===== src/rtl/multicycle_ctrl_pkg.sv =====
// multicycle_ctrl_pkg: state, opcode, mux-select encodings and instruction classes for multicycle_ctrl
package multicycle_ctrl_pkg;
  localparam logic [2:0] S_FETCH  = 3'd0;
  localparam logic [2:0] S_DECODE = 3'd1;
  localparam logic [2:0] S_EXEC   = 3'd2;
  localparam logic [2:0] S_WB     = 3'd3;
  localparam logic [2:0] S_JUMP   = 3'd4;
  localparam logic [2:0] S_HALT   = 3'd5;
  localparam logic [2:0] S_WAIT   = 3'd6;
  localparam logic [3:0] OP_LI   = 4'b1000;
  localparam logic [3:0] OP_J    = 4'b1001;
  localparam logic [3:0] OP_JZ   = 4'b1010;
  localparam logic [3:0] OP_JNZ  = 4'b1011;
  localparam logic [3:0] OP_IN   = 4'b1100;
  localparam logic [3:0] OP_HALT = 4'b1111;
  localparam logic [1:0] PC_INC = 2'b00;
  localparam logic [1:0] PC_JMP = 2'b01;
  localparam logic [1:0] WD_ALU = 2'b00;
  localparam logic [1:0] WD_IMM = 2'b01;
  localparam logic [1:0] WD_IN  = 2'b10;
  typedef enum logic [2:0] {C_ALU, C_LI, C_IN, C_JMP, C_NT, C_HALT, C_ILL} iclass_t;
endpackage


===== src/rtl/multicycle_ctrl_decode.sv =====
// multicycle_ctrl_decode: maps opcode and zero to instruction class, post-DECODE state and illegal flag
module multicycle_ctrl_decode
  import multicycle_ctrl_pkg::*;
#(
  parameter int OPW = 4
) (
  input  logic [OPW-1:0] opcode,
  input  logic           zero,
  output iclass_t        cls,
  output logic [2:0]     next,
  output logic           illegal
);
  logic [3:0] op;
  assign op = opcode[OPW-1 -: 4];
  assign cls = !op[3]        ? C_ALU :
               op == OP_LI   ? C_LI :
               op == OP_IN   ? C_IN :
               op == OP_J    ? C_JMP :
               op == OP_JZ   ? (zero ? C_JMP : C_NT) :
               op == OP_JNZ  ? (zero ? C_NT : C_JMP) :
               op == OP_HALT ? C_HALT : C_ILL;
  assign next = cls == C_ALU                 ? S_EXEC :
                (cls == C_LI || cls == C_IN) ? S_WB :
                cls == C_JMP                 ? S_JUMP :
                cls == C_HALT                ? S_HALT : S_FETCH;
  assign illegal = cls == C_ILL;
endmodule


===== src/rtl/multicycle_ctrl.sv =====
// multicycle_ctrl: Moore control FSM sequencing the multicycle CPU datapath.
// Define MULTICYCLE_CTRL_STEP_EN to add the step input and single-step WAIT state.
module multicycle_ctrl
  import multicycle_ctrl_pkg::*;
#(
  parameter int OPW  = 4,
  parameter int ALUW = 3
) (
  input  logic            clk,
  input  logic            reset,
`ifdef MULTICYCLE_CTRL_STEP_EN
  input  logic            step,
`endif
  input  logic [OPW-1:0]  opcode,
  input  logic            zero,
  output logic            pc_en,
  output logic [1:0]      pc_sel,
  output logic            ir_en,
  output logic            we3,
  output logic [1:0]      wd_sel,
  output logic [ALUW-1:0] alu_op,
  output logic            flag_ld,
  output logic            halted,
  output logic            illegal,
  output logic [2:0]      state
);
  logic [2:0] st, nxt, dec_next, done;
  iclass_t cls, dec_cls;
  logic dec_ill, run;
  multicycle_ctrl_decode #(.OPW(OPW)) u_dec (
    .opcode(opcode),
    .zero(zero),
    .cls(dec_cls),
    .next(dec_next),
    .illegal(dec_ill)
  );
`ifdef MULTICYCLE_CTRL_STEP_EN
  assign done = S_WAIT;
`else
  assign done = S_FETCH;
`endif
  always_comb begin
    nxt = S_FETCH;
    case (st)
      S_FETCH:  nxt = S_DECODE;
      S_DECODE: nxt = dec_next == S_FETCH ? done : dec_next;
      S_EXEC:   nxt = S_WB;
      S_WB:     nxt = done;
      S_JUMP:   nxt = done;
      S_HALT:   nxt = S_HALT;
`ifdef MULTICYCLE_CTRL_STEP_EN
      S_WAIT:   nxt = step ? S_FETCH : S_WAIT;
`endif
      default:  nxt = S_FETCH;
    endcase
  end
  // class is captured in DECODE so WB can pick the write-data source
  always_ff @(posedge clk) begin
    if (reset) begin
      st <= S_FETCH;
      cls <= C_ALU;
    end else begin
      st <= nxt;
      if (st == S_DECODE) cls <= dec_cls;
    end
  end
  assign run = !reset;
  assign pc_en = run && (st == S_FETCH || st == S_JUMP);
  assign pc_sel = run && st == S_JUMP ? PC_JMP : PC_INC;
  assign ir_en = run && st == S_FETCH;
  assign we3 = run && st == S_WB;
  assign wd_sel = !(run && st == S_WB) ? WD_ALU : cls == C_LI ? WD_IMM : cls == C_IN ? WD_IN : WD_ALU;
  assign alu_op = run && (st == S_EXEC || (st == S_WB && cls == C_ALU)) ? ALUW'(opcode[2:0]) : '0;
  assign flag_ld = run && st == S_EXEC;
  assign halted = run && st == S_HALT;
  assign illegal = run && st == S_DECODE && dec_ill;
  assign state = run ? st : S_FETCH;
endmodule


===== config.mk =====
export PLATFORM = sky130hd
export DESIGN_NAME = multicycle_ctrl
export DESIGN_NICKNAME = d
export VERILOG_FILES = /design/src/rtl/multicycle_ctrl_pkg.sv /design/src/rtl/multicycle_ctrl_decode.sv /design/src/rtl/multicycle_ctrl.sv
export SDC_FILE = /design/constraint.sdc
export NUM_CORES = 1
export LEC_CHECK = 0
export BUFFER_PORTS_ARGS = -buffer_cell sky130_fd_sc_hd__buf_2
export CORE_AREA = 2 2 39 41
export DETAILED_ROUTE_END_ITERATION = 6
export DIE_AREA = 0 0 41 43
export PLACE_DENSITY = 0.69
export SLEW_MARGIN = 30
export SYNTH_ARGS = -nofsm -noshare
export SYNTH_HDL_FRONTEND = slang
export SYNTH_HIERARCHICAL = 1
export SYNTH_SLANG_ARGS = --single-unit

===== constraint.sdc =====
create_clock -name clk -period 2 [get_ports clk]
set_input_delay 0.4 -clock clk [delete_from_list [all_inputs] [get_ports clk]]
set_output_delay 0.4 -clock clk [all_outputs]
set_load 0.02 [all_outputs]

==> out/qor.yml <==
outcome:
  status: "finished with violations"
  violations: "negative setup slack"
worst_setup_path:
  cp.arrival_ns: 1.65
  slowest_delay_ns: 0.39
  cp-start-kind: "flop"
  cp_max_fo: 2
  worst_path_max_delay_cell: "or3b_4"
  r2r.worst_path.cells: 4
  path_cells: "or3b_4, or3b_4, nor3b_2, buf_4"
  cp.required_ns: 1.60
  end_kind: "output pin"
  r2r_start: "st[0]$_SDFF_PP0_"
  path_class: "flop to output pin"
  path_common_cell: "or3b_4"
  reg2reg_to: "cls[2]$_SDFFE_PP0N_"
  rrSetupSlack_ns: 0.70
global_routing:
  grt_max_degree: 14
  grt_first_pass_wirelength_um: 1730
  antenna_found_initial: 0
  grt-ovfl-total: 0
  grt_pass1_vias: 421
  grt_usage: 0.141
cts:
  holdBufCountCts: 0
  path_clk_slew_ns: 0.04
  htreeDepth: 1
  cts.sinks: 6
  clkLatencyLatePin_ns: 0.23
  cts_root_buffer: "clkbuf_4"
  cts_buffer_depth: 2
  numCtsBuffers: 3
  postCtsSetupBuffers: 0
  cts_tree: "yes"
power_and_ir_drop:
  ir_drop_mv: 0.310
  p_seq_frac: 0.379
  comb_power_share: 0.335
  internal_power_w: 0.000250
  power.share.switching: 0.297
  p_per_area_mw_per_mm2: 490
  clockPowerShare: 0.286
  leakage_nw: 0.366
  switchingPower_w: 0.000105
min_path:
  hold_end: "st[0]$_SDFF_PP0_"
  whs_path_depth: 3
  hp-start: "reset"
  holdCritPathClass: "primary input to flop"
timing:
  min_period_ns: 2.05
  fin_crit_sh: 1.02
  whs_ns: 0.514
  fmax_mhz: 489
  setup_ws_ns: -0.0455
  fin_skew_ns: 0.000249
  hold_violations: 0
  setup_tns_ns: -0.0592
  setup_viol: 2
  rsz0062_at_grt: "yes"
  final_max_slew_viol_count: 0
yosys:
  synthCells: 73
  synth_area_per_cell_um2: 7.90
  synth_fp_nets: 80
  synth_top_area_frac: 0.208
  yosysTopAreaCell: "dfxtp_1"
  ys_ff_latch: 6
  yosysSeqAreaShare: 0.208
  ys_warn_count: 6
  synthTopCellsByArea: "dfxtp_1, mux2i_1, nor2b_1, nor3b_2, and2_1"
  syn_area_um2: 577
  ys_types: 32
floorplan:
  pin_count: 23
  start_util: 0.417
  core_mm2: 0.00138
  die_y_um: 43
  rows: 14
  die_w_um: 41
  die-area_mm2: 0.00176
final_layout:
  syn_to_final_growth_pct: 25.8
  nNetsFinal: 104
  drive_above_1_share: 0.400
  fin_area_um2: 726
  stdcell_count: 111
  seqCellArea_um2: 121
  multiInputGateArea_um2: 410
  fill_cells: 133
  diodes: 0
place:
  hpwlAfterDp_um: 886
  dp.cells: 108
  gp_congestion: 0.730
  place_ws_ns: -0.0549
  place_area_um2: 691
  numPortBuffers: 21
drt:
  num_vias: 548
  post_drt_wl_per_cell_um: 10.2
  drt_wl_total_um: 1130
  ant_nets: 0
  drt_iter0_drc: 6
  dr.pass1.iters: 4
  routed_via_density: 4.94
  drc: 0
job:
  drv_cap: 0
[worst max-delay path: cells and delay by family (launching register included)]
kind / cells / cell delay [ns]
buf+inv: 1 / 0.16
simple gates: 3 / 0.94
flops: 1 / 0.31
[layout make-up]
class	count	share of cell area
Sequential cell	6	0.167
Tap cell	16	0.0276
Inverter	1	0.00517
Clock buffer	3	0.0310
Timing Repair Buffer	26	0.203
Multi-Input combinational cell	59	0.566
[worst max-delay path by stage]
| stage | depth (start not counted) | slack (ns) | to | from |
|---|---|---|---|---|
| 6_report | 4 | -0.05 | wd_sel[1] | st[1]$_SDFF_PP0_ |
| 5_1_grt | 4 | -0.1 | wd_sel[1] | st[1]$_SDFF_PP0_ |
| 4_1_cts | 4 | -0.03 | wd_sel[0] | st[1]$_SDFF_PP0_ |
| 3_5_place_dp | 5 | -0.05 | wd_sel[1] | reset |
| 3_3_place_gp | 5 | -0.05 | wd_sel[1] | reset |
| 2_1_floorplan | 4 | 0.03 | wd_sel[1] | st[1]$_SDFF_PP0_ |
[per-stage QoR]
stage	power (W)	util
after floorplan	0.000223	-
after global placement	0.000251	0.499
after detailed placement	0.000254	0.499
after CTS	0.000359	0.520
after global routing	0.000387	0.524
final	0.000356	0.524
[sequential cells by signal, summed over array words and instances (netlist names)]
signal / cells
cls: 3
st: 3
[cell usage after synthesis (all sizes together)]
master	instances
o21a	2
and4bb	1
and3b	2
and2	6
nor2b	6
and3	2
conb	1
xor2	1
nor3b	3
o21ba	1
nor4	1
a21boi	2
or3	1
inv	1
nor2	8
or3b	2
dfxtp	6
buf	4
nand2b	2
nor3	2
nand3	1
a21o	1
nand2	1
clkbuf	3
o21ai	4
a21oi	4
mux2i	4
a211oi	1
[layer usage]
layer | GRT usage | wire (um) | vias to the layer above
li1 | - | - | 293
met1 | 0.201 | 542 | 244
met2 | 0.197 | 542 | 11
met3 | 0.0157 | 48 | 0
met4 | 0.0800 | 0 | 0
met5 | 0 | 0 | -
[kinds of logic after synthesis]
kind of cell,count (synthesis),synth area share
other cells,1,0.00650
xor+xnor,1,0.0152
flops,6,0.208
buf+inv,8,0.0911
simple gates,38,0.445
mux,4,0.0694
compound gates,15,0.165
[cells in the final DEF (no fill, tap or decap), types with 2 or more instances in the layout]
cell type	Yosys	layout
a21oi_1	4	3
nor2_1	8	8
o21ai_0	4	4
mux2i_1	4	4
nor3_1	2	2
o21a_1	2	2
nor3b_2	3	3
buf_4	2	7
clkbuf_4	0	3
and3_1	2	2
and3b_1	2	2
dfxtp_1	6	5
or3b_4	1	2
buf_2	0	19
a21boi_1	2	2
nor2b_1	6	6
and2_1	5	5
[power by group through the flow]
stage | clock, W | combinational [W] | sequential (W)
final | 0.000102 | 0.000119 | 0.000135
after global routing | 0.000119 | 0.000132 | 0.000136
after CTS | 0.000106 | 0.000118 | 0.000135
after detailed placement | 0 | 0.000117 | 0.000136
after global placement | 0 | 0.000115 | 0.000136
after floorplan | 0 | 0.0000904 | 0.000133
[timing repair]
item | 4_1_cts | 5_1_grt
endpoints found under the hold margin | 0 | 0
resized for setup | 3 | 2
endpoints found under the setup margin | 2 | 5
pin swaps | 2 | 1
Power figures use the tool's default switching activity.
